File: config.mk
export PLATFORM = sky130hd
export DESIGN_NAME = stream_mux_arb
export DESIGN_NICKNAME = d
export VERILOG_FILES = /design/src/rtl/stream_pkg.sv /design/src/rtl/rr_arbiter.sv /design/src/rtl/stream_mux_arb.sv
export SDC_FILE = /design/constraint.sdc
export NUM_CORES = 1
export LEC_CHECK = 0
export ABC_AREA = 1
export CORE_ASPECT_RATIO = 1.1
export CORE_MARGIN = 8
export CORE_UTILIZATION = 30
export CTS_CLUSTER_DIAMETER = 120
export DETAILED_ROUTE_END_ITERATION = 8
export GPL_TIMING_DRIVEN = 1
export HOLD_SLACK_MARGIN = 0.02
export PLACE_DENSITY = 0.77
export RECOVER_POWER = 50
export SLEW_MARGIN = 10
export SYNTH_ARGS = -nofsm -noshare
export SYNTH_HDL_FRONTEND = slang
export SYNTH_SLANG_ARGS = --single-unit
export TNS_END_PERCENT = 10
File: constraint.sdc
create_clock -name clk -period 1.6 [get_ports clk]
set_clock_uncertainty 0.2 [all_clocks]
set_input_delay 0.32 -clock clk [delete_from_list [all_inputs] [get_ports clk]]
set_output_delay 0.32 -clock clk [all_outputs]
set_load 0.05 [all_outputs]
File: src/rtl/stream_pkg.sv
// Shared definitions for the stream multiplexer family.
//   MODE_SELECT / MODE_RR : values for the MODE parameter of stream_mux_arb
//   clog2()               : index-width helper usable in parameter expressions
package stream_pkg;

    localparam int unsigned MODE_SELECT = 0;
    localparam int unsigned MODE_RR     = 1;

    function automatic int unsigned clog2(input int unsigned n);
        int unsigned w;
        w = 0;
        while ((32'd1 << w) < n) begin
            w = w + 1;
        end
        return w;
    endfunction

endpackage

File: src/rtl/rr_arbiter.sv
// Round-robin arbiter: grants the first requesting lane found by a cyclic
// search that starts one lane after ptr_i.
//   req_i     : per-lane request vector
//   ptr_i     : index of the most recently granted lane
//   en_i      : when low, no grant is issued
//   gnt_o     : one-hot grant, all zero when nothing is granted
//   gnt_idx_o : binary index of the granted lane (0 when no grant)
module rr_arbiter
    import stream_pkg::*;
#(
    parameter  int unsigned NUM_IN    = 4,
    localparam int unsigned SEL_WIDTH = clog2(NUM_IN)
) (
    input  logic [NUM_IN-1:0]    req_i,
    input  logic [SEL_WIDTH-1:0] ptr_i,
    input  logic                 en_i,
    output logic [NUM_IN-1:0]    gnt_o,
    output logic [SEL_WIDTH-1:0] gnt_idx_o
);

    logic                 found;
    logic [SEL_WIDTH:0]   sum;
    logic [SEL_WIDTH-1:0] lane;

    always_comb begin
        gnt_o     = '0;
        gnt_idx_o = '0;
        found     = 1'b0;
        sum       = '0;
        lane      = '0;
        // k = NUM_IN revisits ptr_i itself, so a lone requester on the last
        // granted lane is still served.
        for (int k = 1; k <= int'(NUM_IN); k++) begin
            sum = {1'b0, ptr_i} + (SEL_WIDTH+1)'(k);
            if (sum >= (SEL_WIDTH+1)'(NUM_IN)) begin
                sum = sum - (SEL_WIDTH+1)'(NUM_IN);
            end
            lane = sum[SEL_WIDTH-1:0];
            if (en_i && !found && req_i[lane]) begin
                found       = 1'b1;
                gnt_o[lane] = 1'b1;
                gnt_idx_o   = lane;
            end
        end
    end

endmodule

File: src/rtl/stream_mux_arb.sv
// N-to-1 stream multiplexer with a registered output stage and valid/ready
// handshaking on every lane. MODE_SELECT routes the lane named by Selector;
// MODE_RR arbitrates round-robin among valid lanes.
//   clk, reset : rising-edge clock, synchronous active-high reset
//   Selector   : chosen lane (MODE_SELECT only)
//   In_Data    : flattened lanes, lane i at [i*DATA_WIDTH +: DATA_WIDTH]
//   In_Valid   : per-lane valid
//   In_Ready   : per-lane ready, at most one bit set
//   Out_Data   : registered data word
//   Out_Source : lane that produced Out_Data
//   Out_Valid  : Out_Data holds a word
//   Out_Ready  : consumer accepts the word
module stream_mux_arb
    import stream_pkg::*;
#(
    parameter  int unsigned DATA_WIDTH = 32,
    parameter  int unsigned NUM_IN     = 4,
    parameter  int unsigned MODE       = MODE_SELECT,
    localparam int unsigned SEL_WIDTH  = clog2(NUM_IN)
) (
    input  logic                         clk,
    input  logic                         reset,
    input  logic [SEL_WIDTH-1:0]         Selector,
    input  logic [NUM_IN*DATA_WIDTH-1:0] In_Data,
    input  logic [NUM_IN-1:0]            In_Valid,
    output logic [NUM_IN-1:0]            In_Ready,
    output logic [DATA_WIDTH-1:0]        Out_Data,
    output logic [SEL_WIDTH-1:0]         Out_Source,
    output logic                         Out_Valid,
    input  logic                         Out_Ready
);

    logic                  load_en;
    logic                  xfer;
    logic [NUM_IN-1:0]     cand_onehot;  // all zero when there is no candidate
    logic [SEL_WIDTH-1:0]  cand_idx;
    logic [DATA_WIDTH-1:0] lane_data;

    logic [DATA_WIDTH-1:0] out_data_q, out_data_d;
    logic [SEL_WIDTH-1:0]  out_source_q, out_source_d;
    logic                  out_valid_q, out_valid_d;

    assign load_en = ~out_valid_q | Out_Ready;

    if (MODE == MODE_RR) begin : g_rr
        logic [SEL_WIDTH-1:0] ptr_q, ptr_d;

        rr_arbiter #(
            .NUM_IN (NUM_IN)
        ) u_rr_arbiter (
            .req_i     (In_Valid),
            .ptr_i     (ptr_q),
            .en_i      (load_en),
            .gnt_o     (cand_onehot),
            .gnt_idx_o (cand_idx)
        );

        always_comb begin
            ptr_d = ptr_q;
            if (xfer) begin
                ptr_d = cand_idx;
            end
        end

        // Reset to the last lane so the first search begins at lane 0.
        always_ff @(posedge clk) begin
            if (reset) begin
                ptr_q <= SEL_WIDTH'(NUM_IN - 1);
            end else begin
                ptr_q <= ptr_d;
            end
        end
    end else begin : g_sel
        // An out-of-range Selector decodes to no candidate.
        always_comb begin
            cand_idx    = Selector;
            cand_onehot = '0;
            for (int i = 0; i < int'(NUM_IN); i++) begin
                if (Selector == SEL_WIDTH'(i)) begin
                    cand_onehot[i] = 1'b1;
                end
            end
        end
    end

    always_comb begin
        In_Ready = '0;
        if (load_en && !reset) begin
            In_Ready = cand_onehot;
        end
    end

    assign xfer = |(In_Valid & In_Ready);

    always_comb begin
        lane_data = '0;
        for (int i = 0; i < int'(NUM_IN); i++) begin
            if (cand_onehot[i]) begin
                lane_data = In_Data[i*DATA_WIDTH +: DATA_WIDTH];
            end
        end
    end

    always_comb begin
        out_data_d   = out_data_q;
        out_source_d = out_source_q;
        out_valid_d  = out_valid_q;
        if (load_en) begin
            out_valid_d = xfer;
            if (xfer) begin
                out_data_d   = lane_data;
                out_source_d = cand_idx;
            end
        end
    end

    always_ff @(posedge clk) begin
        if (reset) begin
            out_data_q   <= '0;
            out_source_q <= '0;
            out_valid_q  <= 1'b0;
        end else begin
            out_data_q   <= out_data_d;
            out_source_q <= out_source_d;
            out_valid_q  <= out_valid_d;
        end
    end

    assign Out_Data   = out_data_q;
    assign Out_Source = out_source_q;
    assign Out_Valid  = out_valid_q;

endmodule
# After elaboration in Yosys (flattened, before gate mapping)
# Cells that the tools add are included.
op_classes:
  mux: 9
  bitwise_logic: 3
  n_eq_ne: 3
  reduce_logical: 5
op_table:
  columns: ["op", "n"]
  rows:
  - ["$mux 32", 4]
  - ["$and 4x4->4", 1]
  - ["$eq 2x2->1 const B", 2]
  - ["$mux 1", 4]
  - ["$mux 4", 1]
  - ["$reduce_or 4->1", 1]
  - ["$eq 2x1->1 const B", 1]
  - ["$logic_not 2->1", 1]
  - ["$reduce_and 2->1", 1]
  - ["$logic_and 1x1->1", 1]
  - ["$logic_not 1->1", 1]
  - ["$not 1->1", 1]
  - ["$or 1x1->1", 1]
totals:
  out_inout_bits: 39
  reg_bits: 35
  elab_cells: 23
  inputBits: 137

# Longest topological paths before layout
# Gate-level depths: netlist (run 1).
logic_depth:
  depth_word: 7
  ltp_mapped: 11
  mapped_depth_nobuf: 8

# Worst setup path before layout (run 1)
# No wires, ideal clock.
synth_timing:
  path_type: "register to output"
  start: "register out_valid_q, in the netlist Out_Valid"
  end: "output port In_Ready[0]"
  t_required_ns: 1.080
  n_path_buf: 0
  path_stages_with_launch: 4
  arrival_time_ns: 1.895
  setup_slack_ns: -0.815
  path_cell_list: "dfxtp_1 a21oi_1 inv_1 nor3_1"
synth_between:
  elab_chain_cells: 4
synth_rtl:
  columns: ["element", "line", "source"]
  rows:
  - ["start: declaration", "stream_mux_arb.sv:41", "logic out_valid_q, out_valid_d;"]
  - ["start signal: assignment", "stream_mux_arb.sv:125", "out_valid_q <= out_valid_d;"]
  - ["$not 1->1", "stream_mux_arb.sv:43", "assign load_en = ~out_valid_q | Out_Ready;"]
  - ["$or 1x1->1", "stream_mux_arb.sv:43", null]
  - ["$logic_and 1x1->1", "stream_mux_arb.sv:88", "if (load_en && !reset) begin"]
  - ["$mux 4", "stream_mux_arb.sv:88", null]
  - ["end: declaration", "stream_mux_arb.sv:26", "output logic [NUM_IN-1:0] In_Ready,"]
# Every way passes these cells.

# Worst setup path after layout (run 1)
layout_timing:
  start: "input port reset"
  end: "output port In_Ready[1]"
layout_between:
  elab_chain_cells: 3
layout_rtl:
  columns: ["element", "line", "source"]
  rows:
  - ["start: declaration", "stream_mux_arb.sv:22", "input logic reset,"]
  - ["$logic_not 1->1", "stream_mux_arb.sv:88", null]
  - ["$logic_and 1x1->1", "stream_mux_arb.sv:88", null]
  - ["$mux 4", "stream_mux_arb.sv:88", null]
# Every way passes these cells.

==> results of run 1 <==
layout make-up:
| type | instances | area, sq um | share of cell area |
|---|---|---|---|
| repair buffers | 203 | 2137 | 0.4685 |
| multi-input cells | 312 | 1371 | 0.3006 |
| flip-flops and latches | 35 | 704.4 | 0.1544 |
| inverters | 39 | 148.9 | 0.03264 |
| well taps | 87 | 108.9 | 0.02386 |
| clock buffers | 7 | 86.33 | 0.01892 |
| clock inverters | 1 | 5.005 | 0.001097 |
stage by stage:
step | total power (uW) | cell area, sq um | std cells | TNS (ns)
floorplan | 1698 | 2303 | 409 | -1.348
global placement | 2560 | 4656 | 672 | -18.30
detailed placement | 2588 | 4656 | 672 | -21.18
CTS | 3268 | 4808 | 684 | -2.277
global route | 3269 | 4562 | 684 | -5.027
finish | 3090 | 4562 | 684 | -1.769
cells in the mapped netlist:
cell	count
nand2_1	195
inv_2	3
nand4_1	33
inv_1	35
o21ai_0	3
nor2_2	3
clkinv_1	1
buf_2	5
buf_4	2
a21oi_1	3
nand3_1	4
nor2_1	67
clkbuf_1	15
dfxtp_1	35
nor3_1	4
buf_6	1
routing by layer:
| layer | share of wire | up-vias | track usage |
|---|---|---|---|
| li1 | - | 1624 | - |
| met1 | 0.38 | 1430 | 0.1780 |
| met2 | 0.51 | 146 | 0.3428 |
| met3 | 0.091 | 16 | 0.07059 |
| met4 | 0.021 | 0 | 0.05818 |
| met5 | 0 | - | 0 |
where the power goes:
part | switching [uW] | internal (uW) | total [uW] | leakage, uW
clock | 305 | 347 | 652 | 0.0000482
combinational | 731 | 686 | 1420 | 0.00177
sequential | 64.6 | 956 | 1020 | 0.000289
total | 1100 | 1990 | 3090 | 0.00211
layout by cell type, fill, tap and decap left out, drive strengths merged:
master	Yosys	routed
dfxtp	35	35
a21oi	3	3
clkdlybuf4s15	0	1
clkinv	1	2
nor3	4	4
nand2	195	195
nor2	70	70
inv	38	38
nand3	4	4
nand4	33	33
buf	8	50
dlygate4sd2	0	2
o21ai	3	3
clkdlybuf4s50	0	132
clkbuf	15	25
final timing paths:
kind	slack, ns	cells after the start	to	startpoint
max reg2reg	-0.07	9	Out_Data[2]$_SDFFE_PP0P_	Out_Valid$_SDFFE_PP0N_
min	0.22	3	Out_Valid$_SDFFE_PP0N_	reset
min reg2reg	0.31	2	Out_Source[1]$_SDFFE_PP0P_	Out_Source[1]$_SDFFE_PP0P_
max	-0.14	6	In_Ready[1]	reset
flip-flops by register name (all words and copies together), names as in the netlist:
name        count
Out_Source      2
Out_Data       32
Out_Valid       1
worst min-delay path, delay by kind of cell:
kind / cells / cell delay [ns]
compound gates: 1 / 0.03
buf+inv: 2 / 0.31
logic make-up (layout without fill, tap and decap cells):
| kind of cell | count (synthesis) | in the layout | synth area share |
|---|---|---|---|
| buffers and inverters | 62 | 250 | 0.1137 |
| AND/OR/NAND/NOR | 306 | 306 | 0.5591 |
| AO/OA/AOI/OAI | 6 | 6 | 0.01344 |
| flip-flops | 35 | 35 | 0.3137 |
what timing repair did:
item | 4_1_cts | 5_1_grt
gates resized for setup | 17 | 6
setup buffers | 4 | 0
pin swaps | 5 | 5
endpoints found under the hold margin | 0 | 0
setup endpoints to repair | 39 | 39
==> flow_summary.ini, run 1 <==
[detailed_routing]
drtIter0Drc = 121
drt.antenna.violating_nets = 0
route.vias.total = 3216
avgRoutedWirePerCell_um = 14.40
totalWireLength_mm = 9.852
drc_errors = 0
viasPerCell = 4.702
first_pass_iters = 4

[yosys]
syn_nets = 546
syn-cell-area_sq_um = 2233
yosysWarnings = 0
seq_area_frac_synth = 0.3137
synth_top_area_share = 0.3277
synth.area.top_cells = nand2_1 (33%), dfxtp_1 (31%), nor2_1 (11%)
syn_inst = 409
avgSynthCellArea_sq_um = 5.461
ys_ff_latch = 35
yosysUniqueCellTypes = 16
yosysTopAreaCell = nand2_1

[layout]
final_util = 0.6207
antennaDiodeCount = 0
num-fill-cells = 658
drive_gt1_frac = 0.1658
syn2layout_area_growth_pct = 104.3
num-nets-final = 733

[cts]
cts_buffer_depth = 2
numCtsBuffers = 5
cts_tree = done
clk_transition_reported_paths_ns = 0.07
ctsHoldBuffers = 0
clock-sinks = 35
cts-htree-levels = 2
clockRootBuffer = clkbuf_8
worstSkewPairLatency_ns = 0.28

[timing]
finalHoldViolations = 0
setup-violations-final = 35
fmax_mhz = 575.6
worstMarginPinSlew_ns = 0.3595
fin_crit_sh = 1.086
drv_slew = 0
setup_slack_ns = -0.1373
rsz0062_at_grt = true
min_period_ns = 1.737
timing.hold.ws_ns = 0.2208
relSlewSlack = 0.7604

[placement]
place_worst_setup_slack_ns = -0.5975
dp_hpwl_mm = 7.971
place.gp.congestion = 0.8948
portBuffers = 175

[floorplan]
floorplan.io_pins = 176
die_w_um = 98.27
start_util = 0.3039
coreArea_sq_um = 7350
num_rows = 33
fp.dieH_um = 106.5
dieArea_sq_um = 10460

[outcome]
status = finished, violations left
violations = setup timing

[global_route]
grt_max_degree = 41
grt_usage = 0.1816
grt.overflow.total = 0
grt_pass1_vias = 3223
grt_pass1_wl_mm = 15.41
antenna_found_initial = 0

[pwr]
p_leak_uw = 0.002107
power_density_nw_per_um2 = 677.3
ir_worst_vdd_v = 0.0003427

[min_path]
hold_path_class = in -> reg

[critical_path]
path_cells = clkdlybuf4s15_1 -> buf_6 -> a21oi_4 -> inv_4 -> nor3_4 -> buf_12
critPathTopFamily = buffers and inverters
cp.arrival_ns = 1.22
critPathKind = in -> out
cp_slowest_cell = clkdlybuf4s15_1
start_kind = input port
max_stage_delay_ns = 0.20
critPathBufInv = 4
required_ns = 1.08
critPathMaxFanout = 4
critPathCaptureType = output pin

[run]
cap_violations = 0
Note: power is estimated with default switching activity, not from simulation.
==> run 2: changes to the inputs <==
Settings changed: CORE_MARGIN 8 to 1.
==> flow_summary.ini, run 2 (same netlist as run 1, synthesis figures left out) <==
[placement]
dp_hpwl_mm = 6.795
place_worst_setup_slack_ns = -0.5723
dp_cells = 673
portBuffers = 175
place.gp.congestion = 0.7783

[global_route]
grt_pass1_vias = 3091
grt_usage = 0.2223
grt_max_degree = 33
antenna_found_initial = 0
grt_pass1_wl_mm = 13.83
grt.overflow.total = 0

[pwr]
power_density_nw_per_um2 = 671.0
p_leak_uw = 0.002105
ir_worst_vdd_v = 0.0003402

[cts]
cts_buffer_depth = 2
ctsHoldBuffers = 0
worstSkewPairLatency_ns = 0.28
numCtsBuffers = 5
cts-htree-levels = 2
clk_transition_reported_paths_ns = 0.07
cts_tree = done
clockRootBuffer = clkbuf_8
clock-sinks = 35

[detailed_routing]
first_pass_iters = 6
route.vias.total = 3099
drc_errors = 26
drt.antenna.violating_nets = 0
viasPerCell = 4.537
avgRoutedWirePerCell_um = 12.51
drtIter0Drc = 125
totalWireLength_mm = 8.541

[layout]
antennaDiodeCount = 0
num-nets-final = 734
drive_gt1_frac = 0.1605
final_common_cell = nand2_1
num-fill-cells = 647
final_util = 0.6392
stdcell_count = 683
multiInputGateArea_sq_um = 1354
layout_common_cells = nand2_1 (191), clkdlybuf4s50_1 (132), nor2_1 (65), dfxtp_1 (34)
syn2layout_area_growth_pct = 104.0
seqCellArea_sq_um = 704.4
largest_register_ffs = 32

[critical_path]
critPathBufInv = 5
path_cells = clkdlybuf4s15_1 -> buf_4 -> inv_2 -> buf_4 -> nor3_4 -> buf_12
critPathCaptureType = output pin
crit_top_cell = buf_4
critPathMaxFanout = 4
critPathKind = in -> out
start_kind = input port
cp.arrival_ns = 1.23
cp_slowest_cell = clkdlybuf4s15_1
critPathTopFamily = buffers and inverters
required_ns = 1.08
max_stage_delay_ns = 0.24

[floorplan]
die_w_um = 84.27
start_util = 0.3134
dieArea_sq_um = 7794
coreArea_sq_um = 7127
num_rows = 32
floorplan.io_pins = 176
fp.dieH_um = 92.50

[timing]
min_period_ns = 1.753
finalHoldViolations = 0
timing.hold.ws_ns = 0.2321
relSlewSlack = 0.7609
fmax_mhz = 570.3
worstMarginPinSlew_ns = 0.3587
setup_slack_ns = -0.1535
fin_crit_sh = 1.096
drv_slew = 0
rsz0062_at_grt = true
setup-violations-final = 10

[outcome]
violations = DRC, setup timing
status = finished, violations left

[min_path]
hold_path_class = in -> reg

[run]
cap_violations = 0
-- run 2: what timing repair did --
item,in CTS,in global routing
pin swaps,5,1
endpoints found under the setup margin,39,39
buffers inserted,2,0
gates resized for setup,13,1
-- run 2: worst paths after layout --
kind                            cells past startpoint                         end  slack, ns                  startpoint
worst max-delay path                                6                 In_Ready[2]      -0.15                 Selector[1]
worst min register to register                      2  Out_Source[1]$_SDFFE_PP0P_       0.25  Out_Source[1]$_SDFFE_PP0P_
worst min-delay path                                3      Out_Valid$_SDFFE_PP0N_       0.23                       reset
worst max register to register                      9   Out_Data[18]$_SDFFE_PP0P_      -0.01      Out_Valid$_SDFFE_PP0N_
-- run 2: layer usage --
| metal | up-vias | GRT usage | part of all wire |
|---|---|---|---|
| met1 | 1343 | 0.2112 | 0.37 |
| met5 | - | 0 | 0 |
| met3 | 11 | 0.07219 | 0.091 |
| li1 | 1625 | - | - |
| met4 | 0 | 0.05603 | 0.015 |
| met2 | 120 | 0.4522 | 0.52 |
-- run 2: area by class of cell --
cell class | instances | share of cell area
Tap cell | 85 | 0.02335
Inverter | 39 | 0.03268
Clock inverter | 2 | 0.002746
Clock buffer | 6 | 0.01593
Sequential cell | 35 | 0.1546
Multi-Input combinational cell | 312 | 0.2972
Timing Repair Buffer | 204 | 0.4735
-- run 2: worst min-delay path, stage by stage --
cell	delay, ns
clkdlybuf4s15_2	0.20
buf_4	0.12
a21oi_1	0.04
-- run 2: report_power, final --
group	internal, uW	switching [uW]
sequential	955	62.3
combinational	686	717
clock	304	331
total	1950	1110
-- run 2: stage by stage --
stage	total power (uW)	cell area (sq um)	setup TNS (ns)
final	3057	4556	-0.5426
after detailed placement	2597	4713	-20.97
after floorplan	1698	2303	-1.348
after global placement	2571	4713	-20.57
after CTS	3244	4822	-0.5969
after global routing	3231	4556	-4.691
